$ cat src/rtl/lsu_pkg.sv
// Shared definitions for the load/store unit: funct3 codes, state encoding and legality helpers.
package lsu_pkg;

   localparam logic [2:0] F3_B  = 3'b000;
   localparam logic [2:0] F3_H  = 3'b001;
   localparam logic [2:0] F3_W  = 3'b010;
   localparam logic [2:0] F3_BU = 3'b100;
   localparam logic [2:0] F3_HU = 3'b101;

   localparam logic [1:0] S_IDLE   = 2'd0;
   localparam logic [1:0] S_ACCESS = 2'd1;
   localparam logic [1:0] S_WRITE  = 2'd2;
   localparam logic [1:0] S_RESP   = 2'd3;

   typedef enum logic [1:0] {
      ST_IDLE   = S_IDLE,
      ST_ACCESS = S_ACCESS,
      ST_WRITE  = S_WRITE,
      ST_RESP   = S_RESP
   } lsu_state_t;

   function automatic logic is_legal(input logic we, input logic [2:0] funct3);
      logic ok;
      case (funct3)
         F3_B, F3_H, F3_W: ok = 1'b1;
         F3_BU, F3_HU:     ok = ~we;
         default:          ok = 1'b0;
      endcase
      return ok;
   endfunction

   function automatic logic is_misaligned(input logic [2:0] funct3, input logic [1:0] addr_lo);
      logic mis;
      case (funct3)
         F3_H, F3_HU: mis = addr_lo[0];
         F3_W:        mis = (addr_lo != 2'b00);
         default:     mis = 1'b0;
      endcase
      return mis;
   endfunction

endpackage

$ cat src/rtl/lsu_data_align.sv
// Combinational data path of the LSU: load sign/zero extension and SB/SH read-modify-write merge.
module lsu_data_align
   import lsu_pkg::*;
#(
   parameter int DATA_W = 32
)
(
   input  logic [2:0]        i_funct3,
   input  logic [DATA_W-1:0] i_word,
   input  logic [DATA_W-1:0] i_wdata,
   output logic [DATA_W-1:0] o_load_data,
   output logic [DATA_W-1:0] o_store_word
);

   // Extend the addressed low bytes of the fetched word according to the access size.
   always_comb begin
      o_load_data = i_word;
      case (i_funct3)
         F3_B:    o_load_data = {{24{i_word[7]}}, i_word[7:0]};
         F3_BU:   o_load_data = {24'h000000, i_word[7:0]};
         F3_H:    o_load_data = {{16{i_word[15]}}, i_word[15:0]};
         F3_HU:   o_load_data = {16'h0000, i_word[15:0]};
         default: o_load_data = i_word;
      endcase
   end

   // Keep the untouched upper bytes of the old word, replace only the stored low bytes.
   always_comb begin
      o_store_word = i_wdata;
      case (i_funct3)
         F3_B:    o_store_word = {i_word[31:8], i_wdata[7:0]};
         F3_H:    o_store_word = {i_word[31:16], i_wdata[15:0]};
         default: o_store_word = i_wdata;
      endcase
   end

endmodule

$ cat src/rtl/load_store_unit.sv
// Load/store unit between execute and a 4-byte-write data memory; SB/SH use read-modify-write.
// Optional macro LSU_MISALIGN_TRAP_EN: misaligned half/word accesses respond with an error instead of accessing memory.
module load_store_unit
   import lsu_pkg::*;
#(
   parameter int ADDR_W = 32,
   parameter int DATA_W = 32
)
(
   input  logic              i_clk,
   input  logic              i_rst_n,
   input  logic              i_req_valid,
   output logic              o_req_ready,
   input  logic              i_req_we,
   input  logic [2:0]        i_req_funct3,
   input  logic [ADDR_W-1:0] i_req_addr,
   input  logic [DATA_W-1:0] i_req_wdata,
   output logic              o_resp_valid,
   output logic [DATA_W-1:0] o_resp_rdata,
   output logic              o_resp_err,
   output logic              o_mem_rw,
   output logic [ADDR_W-1:0] o_mem_addr,
   output logic [DATA_W-1:0] o_mem_wdata,
   input  logic [DATA_W-1:0] i_mem_rdata
);

   lsu_state_t        r_state;
   logic              r_we;
   logic [2:0]        r_funct3;
   logic [ADDR_W-1:0] r_addr;
   logic [DATA_W-1:0] r_wdata;
   logic              r_req_ready;
   logic              r_resp_valid;
   logic [DATA_W-1:0] r_resp_rdata;
   logic              r_resp_err;
   logic              r_mem_rw;
   logic [ADDR_W-1:0] r_mem_addr;
   logic [DATA_W-1:0] r_mem_wdata;

   lsu_state_t        w_next_state;
   logic              w_accept;
   logic              w_misalign;
   logic              w_next_rw;
   logic [ADDR_W-1:0] w_next_addr;
   logic [DATA_W-1:0] w_next_wdata;
   logic [DATA_W-1:0] w_next_rdata;
   logic              w_next_err;
   logic [DATA_W-1:0] w_load_data;
   logic [DATA_W-1:0] w_store_word;

`ifdef LSU_MISALIGN_TRAP_EN
   assign w_misalign = is_misaligned(i_req_funct3, i_req_addr[1:0]);
`else
   assign w_misalign = 1'b0;
`endif

   lsu_data_align #(.DATA_W(DATA_W)) u_align (
      .i_funct3     (r_funct3),
      .i_word       (i_mem_rdata),
      .i_wdata      (r_wdata),
      .o_load_data  (w_load_data),
      .o_store_word (w_store_word)
   );

   // Next state plus the value every registered output takes in that state; mem_rw is 0 only entering a write cycle.
   always_comb begin
      w_next_state = r_state;
      w_accept     = 1'b0;
      w_next_rw    = 1'b1;
      w_next_addr  = {ADDR_W{1'b0}};
      w_next_wdata = {DATA_W{1'b0}};
      w_next_rdata = {DATA_W{1'b0}};
      w_next_err   = 1'b0;
      case (r_state)
         ST_IDLE: begin
            if (i_req_valid) begin
               w_accept = 1'b1;
               if (!is_legal(i_req_we, i_req_funct3) || w_misalign) begin
                  w_next_state = ST_RESP;
                  w_next_err   = 1'b1;
               end else begin
                  w_next_state = ST_ACCESS;
                  w_next_addr  = i_req_addr;
                  if (i_req_we && (i_req_funct3 == F3_W)) begin
                     w_next_rw    = 1'b0;
                     w_next_wdata = i_req_wdata;
                  end else begin
                     w_next_rw    = 1'b1;
                  end
               end
            end else begin
               w_next_state = ST_IDLE;
            end
         end
         ST_ACCESS: begin
            if (r_we) begin
               if (r_funct3 == F3_W) begin
                  w_next_state = ST_RESP;
               end else begin
                  w_next_state = ST_WRITE;
                  w_next_rw    = 1'b0;
                  w_next_addr  = r_addr;
                  w_next_wdata = w_store_word;
               end
            end else begin
               w_next_state = ST_RESP;
               w_next_rdata = w_load_data;
            end
         end
         ST_WRITE: w_next_state = ST_RESP;
         ST_RESP:  w_next_state = ST_IDLE;
         default:  w_next_state = ST_IDLE;
      endcase
   end

   // State, request latch and registered outputs; reset drops any in-flight request with mem_rw held at read.
   always_ff @(posedge i_clk or negedge i_rst_n) begin
      if (!i_rst_n) begin
         r_state      <= ST_IDLE;
         r_we         <= 1'b0;
         r_funct3     <= 3'b000;
         r_addr       <= {ADDR_W{1'b0}};
         r_wdata      <= {DATA_W{1'b0}};
         r_req_ready  <= 1'b1;
         r_resp_valid <= 1'b0;
         r_resp_rdata <= {DATA_W{1'b0}};
         r_resp_err   <= 1'b0;
         r_mem_rw     <= 1'b1;
         r_mem_addr   <= {ADDR_W{1'b0}};
         r_mem_wdata  <= {DATA_W{1'b0}};
      end else begin
         r_state      <= w_next_state;
         r_req_ready  <= (w_next_state == ST_IDLE);
         r_resp_valid <= (w_next_state == ST_RESP);
         r_resp_rdata <= w_next_rdata;
         r_resp_err   <= w_next_err;
         r_mem_rw     <= w_next_rw;
         r_mem_addr   <= w_next_addr;
         r_mem_wdata  <= w_next_wdata;
         if (w_accept) begin
            r_we     <= i_req_we;
            r_funct3 <= i_req_funct3;
            r_addr   <= i_req_addr;
            r_wdata  <= i_req_wdata;
         end
      end
   end

   assign o_req_ready  = r_req_ready;
   assign o_resp_valid = r_resp_valid;
   assign o_resp_rdata = r_resp_rdata;
   assign o_resp_err   = r_resp_err;
   assign o_mem_rw     = r_mem_rw;
   assign o_mem_addr   = r_mem_addr;
   assign o_mem_wdata  = r_mem_wdata;

endmodule

$ cat config.mk
export PLATFORM = sky130hd
export DESIGN_NAME = load_store_unit
export DESIGN_NICKNAME = d
export VERILOG_FILES = /design/src/rtl/lsu_pkg.sv /design/src/rtl/lsu_data_align.sv /design/src/rtl/load_store_unit.sv
export SDC_FILE = /design/constraint.sdc
export NUM_CORES = 1
export LEC_CHECK = 0
export CAP_MARGIN = 5
export CELL_PAD_IN_SITES_DETAIL_PLACEMENT = 1
export CELL_PAD_IN_SITES_GLOBAL_PLACEMENT = 1
export CORE_AREA = 2 2 135 137
export DETAILED_ROUTE_END_ITERATION = 6
export DIE_AREA = 0 0 137 139
export PLACE_DENSITY = 0.92
export SLEW_MARGIN = 25
export SYNTH_ARGS = -nofsm -noshare
export SYNTH_HDL_FRONTEND = slang
export SYNTH_SLANG_ARGS = --single-unit
$ cat constraint.sdc
create_clock -name i_clk -period 2.75 [get_ports i_clk]
set_input_delay 0.275 -clock i_clk [delete_from_list [all_inputs] [get_ports i_clk]]
set_output_delay 0.275 -clock i_clk [all_outputs]
set_load 0.01 [all_outputs]
==> metrics, run 1 <==
status complete, no violations; Critical Path Stages 3; CTS tree done; library cells used by synthesis 36; M1 WL 7.65 mm; final core utilization 0.535; fin crit share 0.710; average wire per standard cell 19.1 µm; Crit. End Element flop; Setup Buffers After CTS 0; clk_skew 9.86 ps; Synth Register Bits 170; Reg2Reg Depth 3; Routed Antenna Nets 0; Slew HR 0.316; Iteration-0 DRC Markers 175; row count 49; setup TNS 0 ps; fillers 1887; vias per cell 5.10; Die H 139 µm; routed wl met3 1.12 mm; Core Area 0.0177 mm²; Max Transition Viols Final 0; synth warn 0; critical path class flop to flop; vias in the first global route 5812; critical path's largest stage delay 530 ps; sequential cell area fraction in the yosys report 0.651; Post-synth EDFFs 0; crit path DAT 2250 ps; nets 894; Top delay family on crit path simple AND/OR/NAND/NOR gates; DR pass1 iterations 4; clock period minus worst slack 1950 ps; clk slew on worst S/H paths 70 ps; CP max stage cell and3_2; Synth Flop Type dfrtp_1; Cells after Synth 594; final hold violations 0; # IOs 203; routability cong. 0.762; largest net degree at the start of global routing 71; worst-path cell chain or3b_1, and3_2, a32o_1; TritonCTS Buffers 17; CTS sink count 170; unrepaired setup endpoints after global routing false; most frequent cells in the layout 213 x nand2_1, 201 x clkdlybuf4s50_1, 168 x dfrtp_1, 32 x a32o_1; # setup viols final 0; hold path cells 2; Leak 4.37 nW; WHS 411 ps; Initial Utilization 0.370; DP Worst Slack 398 ps; Critical Path Start Type flop; Post-CTS Resized 0; ys async rst share 1.00; commonest non-fill, non-tap cell in the layout nand2_1; total power per unit cell area 1010 mW/mm²; HPWL after detailed placement 13.4 mm; global-route wire length before repair 31.0 mm; Netlist Area Pre-Place 0.00654 mm²; met2 wire len 10.6 mm; Data required, critical path 3050 ps; FMAX 512 MHz; Max-Cap Viols 0; Residual DRC 0; Worst-Skew Late Latency 420 ps; htree depth 4; CP Buf/Inv Count 0; Top Metal Used met4; maximum VDD drop 0.511 mV; DP Area 0.00881 mm²; Die Wd 137 µm; Syn-to-layout area delta 44.4%; share of post-route cells with drive strength above 1 0.0748; I/O Buffers 202; Tightest Pin Transition 1030 ps; total wire length 19.7 mm; post-synthesis net count 699; detailed-route via count 5258; CTS root buffer clkbuf_16; Syn Area/Cell 11.0 µm²; CTS max path bufs 2; antenna cells 0; CP max FO 40; GRT Total Usage 0.211; full die area 0.0190 mm²; gr ovfl total 0; setup ws final 797 ps; initial antenna violation count 0; path category of the worst min-delay check primary input to flop; Design Area, Final 0.00945 mm²
## registers in the layout, indices dropped and copies added, names as in the netlist
register / count
o_mem_addr: 32
o_mem_wdata: 32
o_resp_rdata: 32
r_addr: 32
r_wdata: 32
r_funct3: 3
r_state: 2
o_mem_rw: 1
o_req_ready: 1
o_resp_err: 1
o_resp_valid: 1
r_we: 1
## stage by stage
step	std cells	total power (W)
final	1031	0.00952
after global routing	1031	0.0101
after CTS	1031	0.00965
after detailed placement	998	0.00707
after global placement	998	0.00686
after floorplan	594	0.00551
## logic make-up (layout without fill, tap and decap cells)
group           Yosys count  in the layout  share of synthesized area
flops                   170            170                      0.651
mux                      25             25                     0.0385
simple gates            271            271                      0.175
buf+inv                  45            253                     0.0335
fa+ha+maj                 2              2                    0.00383
compound gates           81             81                     0.0985
## synth_stat cells (all sizes together), types with 3 or more instances
| master | n | area [µm²] |
|---|---|---|
| buf | 16 | 110 |
| dfrtp | 168 | 4200 |
| nor2b | 18 | 113 |
| nor3 | 17 | 85.1 |
| a21oi | 10 | 50.1 |
| mux2i | 24 | 240 |
| a32o | 32 | 320 |
| o22ai | 24 | 150 |
| nor2 | 3 | 13.8 |
| and2 | 9 | 56.3 |
| nand2 | 214 | 803 |
| o2bb2ai | 8 | 70.1 |
| inv | 3 | 11.3 |
| clkbuf | 26 | 97.6 |
## power breakdown
part / internal, W / switching, W / total (W) / leakage, nW
combinational: 0.00151 / 0.00175 / 0.00326 / 1.84
clock: 0.00148 / 0.00104 / 0.00252 / 0.302
sequential: 0.00333 / 0.000411 / 0.00374 / 2.24
## worst reg2reg max path, delay by kind of cell, from the launching register on
kind | cells | cell delay, ps
flops | 1 | 450
compound gates | 1 | 400
simple gates | 2 | 990
## what timing repair did
action	in CTS	in global routing
hold buffers	1	0
hold endpoints to repair	62	0
endpoints found under the setup margin	0	0
## metal layers
layer,vias up,global-route usage
met5,-,0
met4,0,0.0667
met3,27,0.0471
met2,156,0.382
met1,2683,0.243
li1,2392,-
## path summary, 6_finish.rpt
check | endpoint | from | slack, ps
setup / recovery | o_mem_addr[22]$_DFF_PN0_ | r_funct3[0]$_DFFE_PN0P_ | 800
max in group asynchronous | o_mem_addr[18]$_DFF_PN0_ | i_rst_n | 1550
setup reg to reg | o_mem_addr[22]$_DFF_PN0_ | r_funct3[0]$_DFFE_PN0P_ | 800
hold / removal | o_resp_rdata[3]$_DFF_PN0_ | i_mem_rdata[3] | 410
min in group asynchronous | o_mem_wdata[23]$_DFF_PN0_ | i_rst_n | 420
hold reg to reg | r_addr[5]$_DFFE_PN0P_ | r_addr[5]$_DFFE_PN0P_ | 480
## layout make-up
| type | instances | area, µm² | area share |
|---|---|---|---|
| flip-flops and latches | 170 | 4260 | 0.451 |
| repair buffers | 218 | 2180 | 0.231 |
| multi-input cells | 379 | 2080 | 0.221 |
| clock buffers | 18 | 439 | 0.0465 |
| well taps | 229 | 287 | 0.0303 |
| clock inverters | 14 | 185 | 0.0196 |
| inverters | 3 | 11.3 | 0.00119 |
Power figures use the tool's default switching activity.
==> run 2: changes to the inputs <==
--- a/config.mk
+++ b/config.mk
@@ -8,10 +8,10 @@
 export CAP_MARGIN = 5
 export CELL_PAD_IN_SITES_DETAIL_PLACEMENT = 1
 export CELL_PAD_IN_SITES_GLOBAL_PLACEMENT = 1
-export CORE_AREA = 2 2 135 137
+export CORE_AREA = 2 2 146 148
 export DETAILED_ROUTE_END_ITERATION = 6
-export DIE_AREA = 0 0 137 139
-export PLACE_DENSITY = 0.92
+export DIE_AREA = 0 0 148 150
+export PLACE_DENSITY = 0.84
 export SLEW_MARGIN = 25
 export SYNTH_ARGS = -nofsm -noshare
 export SYNTH_HDL_FRONTEND = slang
==> constraint.sdc (replaced) <==
create_clock -name i_clk -period 1.6 [get_ports i_clk]
set_input_delay 0.16 -clock i_clk [delete_from_list [all_inputs] [get_ports i_clk]]
set_output_delay 0.16 -clock i_clk [all_outputs]
set_load 0.01 [all_outputs]
==> run 2 against run 1 <==
- clock skew shrank 2.4 ps
- non-clock buffer count is 11 higher
- cell count up 5.4%
- critical endpoint is now o_mem_addr[5]$_DFF_PN0_
- worst hold slack lost 200 ps
- clock power up 75%
- power up 76%
- first-iteration DRC count grew 33%
- combinational power rose by 82%
- maximum frequency grew 28%
- utilization is 6.3 points lower
- via count shrank 0.74%
==> metrics, run 2 (same netlist as run 1, synthesis figures left out) <==
commonest non-fill, non-tap cell in the layout nand2_1; row count 53; Multi-input gate area 0.00209 mm²; Iteration-0 DRC Markers 232; critical path class flop to flop; Die Wd 148 µm; average wire per standard cell 17.2 µm; Data required, critical path 1900 ps; I/O Buffers 202; unrepaired setup endpoints after global routing false; HPWL after detailed placement 13.0 mm; fillers 2219; Core Area 0.0207 mm²; DR pass1 iterations 4; FMAX 658 MHz; maximum VDD drop 0.709 mV; path category of the worst min-delay check primary input to async pin; Initial Utilization 0.316; Max-Cap Viols 0; vias per cell 4.80; clk slew on worst S/H paths 70 ps; setup TNS 0 ps; Setup Buffers After CTS 0; Finished Layout Cells 1087; Reg2Reg Depth 4; gr ovfl total 0; htree depth 4; most frequent cells in the layout 212 x nand2_1, 199 x clkdlybuf4s50_1, 168 x dfrtp_1, 32 x a32o_1; final core utilization 0.472; Critical Path Start Type flop; CTS sink count 170; Crit. End Element flop; total power per unit cell area 1710 mW/mm²; clock period minus worst slack 1520 ps; flop2flop setup slack 80 ps; CTS tree done; global-route wire length before repair 29.9 mm; worst r2r src r_funct3[0]$_DFFE_PN0P_; # setup viols final 0; Syn-to-layout area delta 49.2%; nets 905; largest net degree at the start of global routing 53; # IOs 203; detailed-route via count 5219; Residual DRC 0; Die H 150 µm; full die area 0.0222 mm²; vias in the first global route 5517; reg2reg end o_mem_addr[5]$_DFF_PN0_; Worst-Skew Late Latency 420 ps; Tightest Pin Transition 361 ps; routability cong. 0.731; CP max FO 40; CTS root buffer clkbuf_16; sequential cell area 0.00426 mm²; crit path DAT 1820 ps; DP Worst Slack 0.649 ps; total wire length 18.7 mm; antenna cells 0; clk_skew 7.42 ps; share of post-route cells with drive strength above 1 0.0874; Routed Antenna Nets 0; final hold violations 0; Leak 4.49 nW; GRT Total Usage 0.174; WHS 208 ps; CTS max path bufs 2; setup ws final 79.3 ps; TritonCTS Buffers 17; number of placed cells counting well taps 1055; Slew HR 0.759; status complete, no violations; Max Transition Viols Final 0; fin crit share 0.950; initial antenna violation count 0
-- run 2: cell count changes in the layout (fill, tap and decap cells not counted), sizes merged --
cell           before  now
buf                16   27
bufinv              3    4
clkbuf             18   21
clkdlybuf4s50     201  199
clkinv              3    4
dlygate4sd2         0    2
inv                 9    3
-- run 2: cell type report --
| cell class | count | share of cell area |
|---|---|---|
| flip-flops and latches | 170 | 0.436 |
| multi-input cells | 379 | 0.215 |
| well taps | 275 | 0.0353 |
| repair buffers | 229 | 0.247 |
| inverters | 3 | 0.00115 |
| clock inverters | 10 | 0.0171 |
| clock buffers | 21 | 0.0482 |
-- run 2: what timing repair did --
action                                  CTS  global route
endpoints found under the hold margin   168             0
resized for setup                         3             2
endpoints found under the setup margin    3             9
hold buffers                              1             0
-- run 2: power by group --
| group | switching [W] | internal, W | leakage (nW) |
|---|---|---|---|
| logic | 0.00303 | 0.00290 | 1.95 |
| clock network | 0.00167 | 0.00274 | 0.305 |
| registers | 0.000660 | 0.00573 | 2.24 |
| total | 0.00536 | 0.0114 | 4.49 |
-- run 2: metal layers --
layer  GRT usage  part of all wire
met1       0.217              0.42
met2       0.294              0.50
met3      0.0460             0.059
met4      0.0562             0.017
met5           0                 0
-- run 2: worst max-delay path, stage by stage, from the launching register on --
cell and delay [ps]:
dfrtp_1 380, or3b_1 400, and3_4 200, buf_12 160, a32o_1 230
-- run 2: worst max path at each step --
stage / start / endpoint / slack (ps) / depth (start not counted)
global route: r_state[0]$_DFF_PN0_ / o_mem_addr[20]$_DFF_PN0_ / 20 / 5
floorplan: r_state[0]$_DFF_PN0_ / o_mem_wdata[10]$_DFF_PN0_ / 0.7 / 8
detailed placement: r_state[1]$_DFF_PN0_ / o_resp_rdata[0]$_DFF_PN0_ / 0.6 / 4
finish: r_funct3[0]$_DFFE_PN0P_ / o_mem_addr[5]$_DFF_PN0_ / 80 / 4
CTS: r_funct3[0]$_DFFE_PN0P_ / o_mem_addr[15]$_DFF_PN0_ / 50 / 4
global placement: i_mem_rdata[15] / o_resp_rdata[21]$_DFF_PN0_ / 40 / 5
-- run 2: metrics by stage --
step / power, W / cell area [µm²]
after floorplan: 0.00947 / 6540
after global placement: 0.0122 / 9100
after detailed placement: 0.0125 / 9100
after CTS: 0.0170 / 9750
after global routing: 0.0178 / 9760
final: 0.0167 / 9760
==> run 3: changes to the inputs <==
--- a/config.mk
+++ b/config.mk
@@ -8,11 +8,13 @@
 export CAP_MARGIN = 5
 export CELL_PAD_IN_SITES_DETAIL_PLACEMENT = 1
 export CELL_PAD_IN_SITES_GLOBAL_PLACEMENT = 1
-export CORE_AREA = 2 2 146 148
+export CORE_AREA = 2 2 130 132
 export DETAILED_ROUTE_END_ITERATION = 6
-export DIE_AREA = 0 0 148 150
-export PLACE_DENSITY = 0.84
+export DIE_AREA = 0 0 132 134
+export DONT_BUFFER_PORTS = 1
+export PLACE_DENSITY = 0.83
 export SLEW_MARGIN = 25
 export SYNTH_ARGS = -nofsm -noshare
 export SYNTH_HDL_FRONTEND = slang
+export SYNTH_HIERARCHICAL = 1
 export SYNTH_SLANG_ARGS = --single-unit
==> run 3 against run 2 <==
- the run now ends with hold timing, setup timing left
- clock skew rose by 0.77 ps
- non-clock buffer count fell by 97
- global-route usage grew 7.5 points
- via count up 0.94%
- power fell by 2.1%
- clock-buffer cell count did not move
- largest power group unchanged
- highest routed layer unchanged
==> metrics, run 3 <==
Core Area 0.0163 mm²; Internal 0.0106 W; ranking of synthesized cells by area dfrtp_1 60%, nand2_1 12%, a32o_1 9.1%; Max Transition Viols Final 0; Yosys top cell by area dfrtp_1; htree depth 4; # IOs 203; routability cong. 0.797; antenna cells 0; I/O Buffers 0; Synth Flop Type dfrtp_1; Critical Path Start Type flop; Power, Total 0.0164 W; Synth Register Bits 170; Data required, critical path 1900 ps; largest net degree at the start of global routing 171; unrepaired setup endpoints after global routing true; HPWL after detailed placement 12.3 mm; post-synthesis net count 734; Slew HR 0.529; critical path class flop to flop; vias in the first global route 5792; DP Worst Slack -80.8 ps; DR pass1 iterations 4; average wire per standard cell 23.7 µm; switching share of total power 0.354; clock power share 0.251; synth warn 6; full die area 0.0177 mm²; total power per unit cell area 1820 mW/mm²; vias per cell 5.55; WHS -570 ps; setup ws final -25.6 ps; Crit. End Element flop; Post-synth EDFFs 0; status complete, but fails checks; Residual DRC 0; area share of the largest cell type after synthesis 0.599; Die Wd 132 µm; most frequent cell after synthesis nand2_1; Routed Antenna Nets 0; nets 822; clk slew on worst S/H paths 70 ps; FMAX 615 MHz; Netlist Area Pre-Place 0.00702 mm²; Syn Area/Cell 11.2 µm²; Leak 4.37 nW; clock period minus worst slack 1630 ps; final hold violations 170; CTS sink count 170; Die H 134 µm; Finished Layout Cells 950; TritonCTS Buffers 17; Max-Cap Viols 0; CP max FO 21; commonest non-fill, non-tap cell in the layout nand2_1; path category of the worst min-delay check primary input to async pin; P_sw 0.00580 W; CTS tree done; GRT Total Usage 0.249; DP Area 0.00724 mm²; # setup viols final 4; CTS root buffer clkbuf_16; sequential cell area fraction in the yosys report 0.607; CTS max path bufs 2; number of placed cells counting well taps 811; gr ovfl total 0; global-route wire length before repair 33.7 mm; fin crit share 1.02; crit path DAT 1920 ps; Post-synth top cells 224 x nand2_1, 168 x dfrtp_1, 64 x a32o_1, 33 x and2_1, 25 x clkbuf_1; Initial Utilization 0.431; share of post-route cells with drive strength above 1 0.140; Gate power share 0.328; Worst-Skew Late Latency 420 ps; clk_skew 8.19 ps; Reg power frac 0.421; Syn-to-layout area delta 28.4%; Cells after Synth 629; total wire length 22.5 mm; row count 47; maximum VDD drop 0.918 mV; initial antenna violation count 0; library cells used by synthesis 33; detailed-route via count 5268; violated checks hold timing, setup timing; Design Area, Final 0.00901 mm²; Tightest Pin Transition 706 ps; most frequent cells in the layout 223 x nand2_1, 166 x dfrtp_1, 102 x dlygate4sd3_1, 63 x a32o_1, 32 x and2_1; ys async rst share 1.00; Iteration-0 DRC Markers 316
[run 3: repair_timing]
action | CTS | global route
gates cloned | 0 | 4
hold buffers | 99 | 3
gates resized for setup | 3 | 14
endpoints found under the hold margin | 333 | 173
setup endpoints to repair | 64 | 110
pin swaps | 3 | 11
setup buffers | 1 | 0
[run 3: through the flow]
step,utilization,TNS [ps]
final,0.553,-33.4
after global routing,0.553,-606
after CTS,0.542,0
after detailed placement,0.444,-3220
after global placement,0.444,0
after floorplan,-,0
[run 3: worst max-delay path: stages, from the launching register on]
cell     delay (ps)
dfrtp_2         430
or3b_4          400
and3_4          260
buf_12          170
a32o_1          240
[run 3: power by group through the flow]
stage / logic (W) / clock network [W] / registers [W]
CTS: 0.00484 / 0.00417 / 0.00684
floorplan: 0.00349 / 0 / 0.00660
detailed placement: 0.00454 / 0 / 0.00690
global route: 0.00583 / 0.00438 / 0.00702
finish: 0.00537 / 0.00412 / 0.00689
global placement: 0.00420 / 0 / 0.00678
[run 3: kinds of logic (layout without fill, tap and decap cells)]
logic type,Yosys count,after routing,synth area share
buffers and inverters,66,167,0.0581
and+or+nand+nor,268,268,0.164
muxes,25,25,0.0474
adders and majority gates,2,2,0.00357
DFF,170,170,0.607
AOI/OAI and AO/OA,98,98,0.120
[run 3: path summary, 6_finish.rpt]
check | slack [ps] | endpoint | start | depth (start not counted)
max | -30 | o_mem_addr[11]$_DFF_PN0_ | r_funct3[2]$_DFFE_PN0P_ | 4
max reg2reg | -30 | o_mem_addr[11]$_DFF_PN0_ | r_funct3[2]$_DFFE_PN0P_ | 4
min | -570 | o_mem_wdata[18]$_DFF_PN0_ | i_rst_n | 0
min reg2reg | 470 | r_wdata[31]$_DFFE_PN0P_ | r_wdata[31]$_DFFE_PN0P_ | 2
min in group i_clk | 10 | o_resp_rdata[26]$_DFF_PN0_ | i_mem_rdata[26] | 3
max in group asynchronous | 1930 | o_req_ready$_DFF_PN1_ | i_rst_n | 0
[run 3: routing by layer]
metal,vias to the layer above,global-route usage,wire (µm)
met3,33,0.0722,1420
met2,222,0.456,12100
met1,2724,0.277,8490
li1,2289,-,-
met5,-,0,0
met4,0,0.0827,435
[run 3: area by class of cell]
cell class / count / area (µm²)
inverters: 3 / 11.3
multi-input cells: 393 / 2430
clock inverters: 11 / 110
well taps: 220 / 275
flip-flops and latches: 170 / 4260
repair buffers: 132 / 1440
fillers: 1674 / 7280
clock buffers: 21 / 480
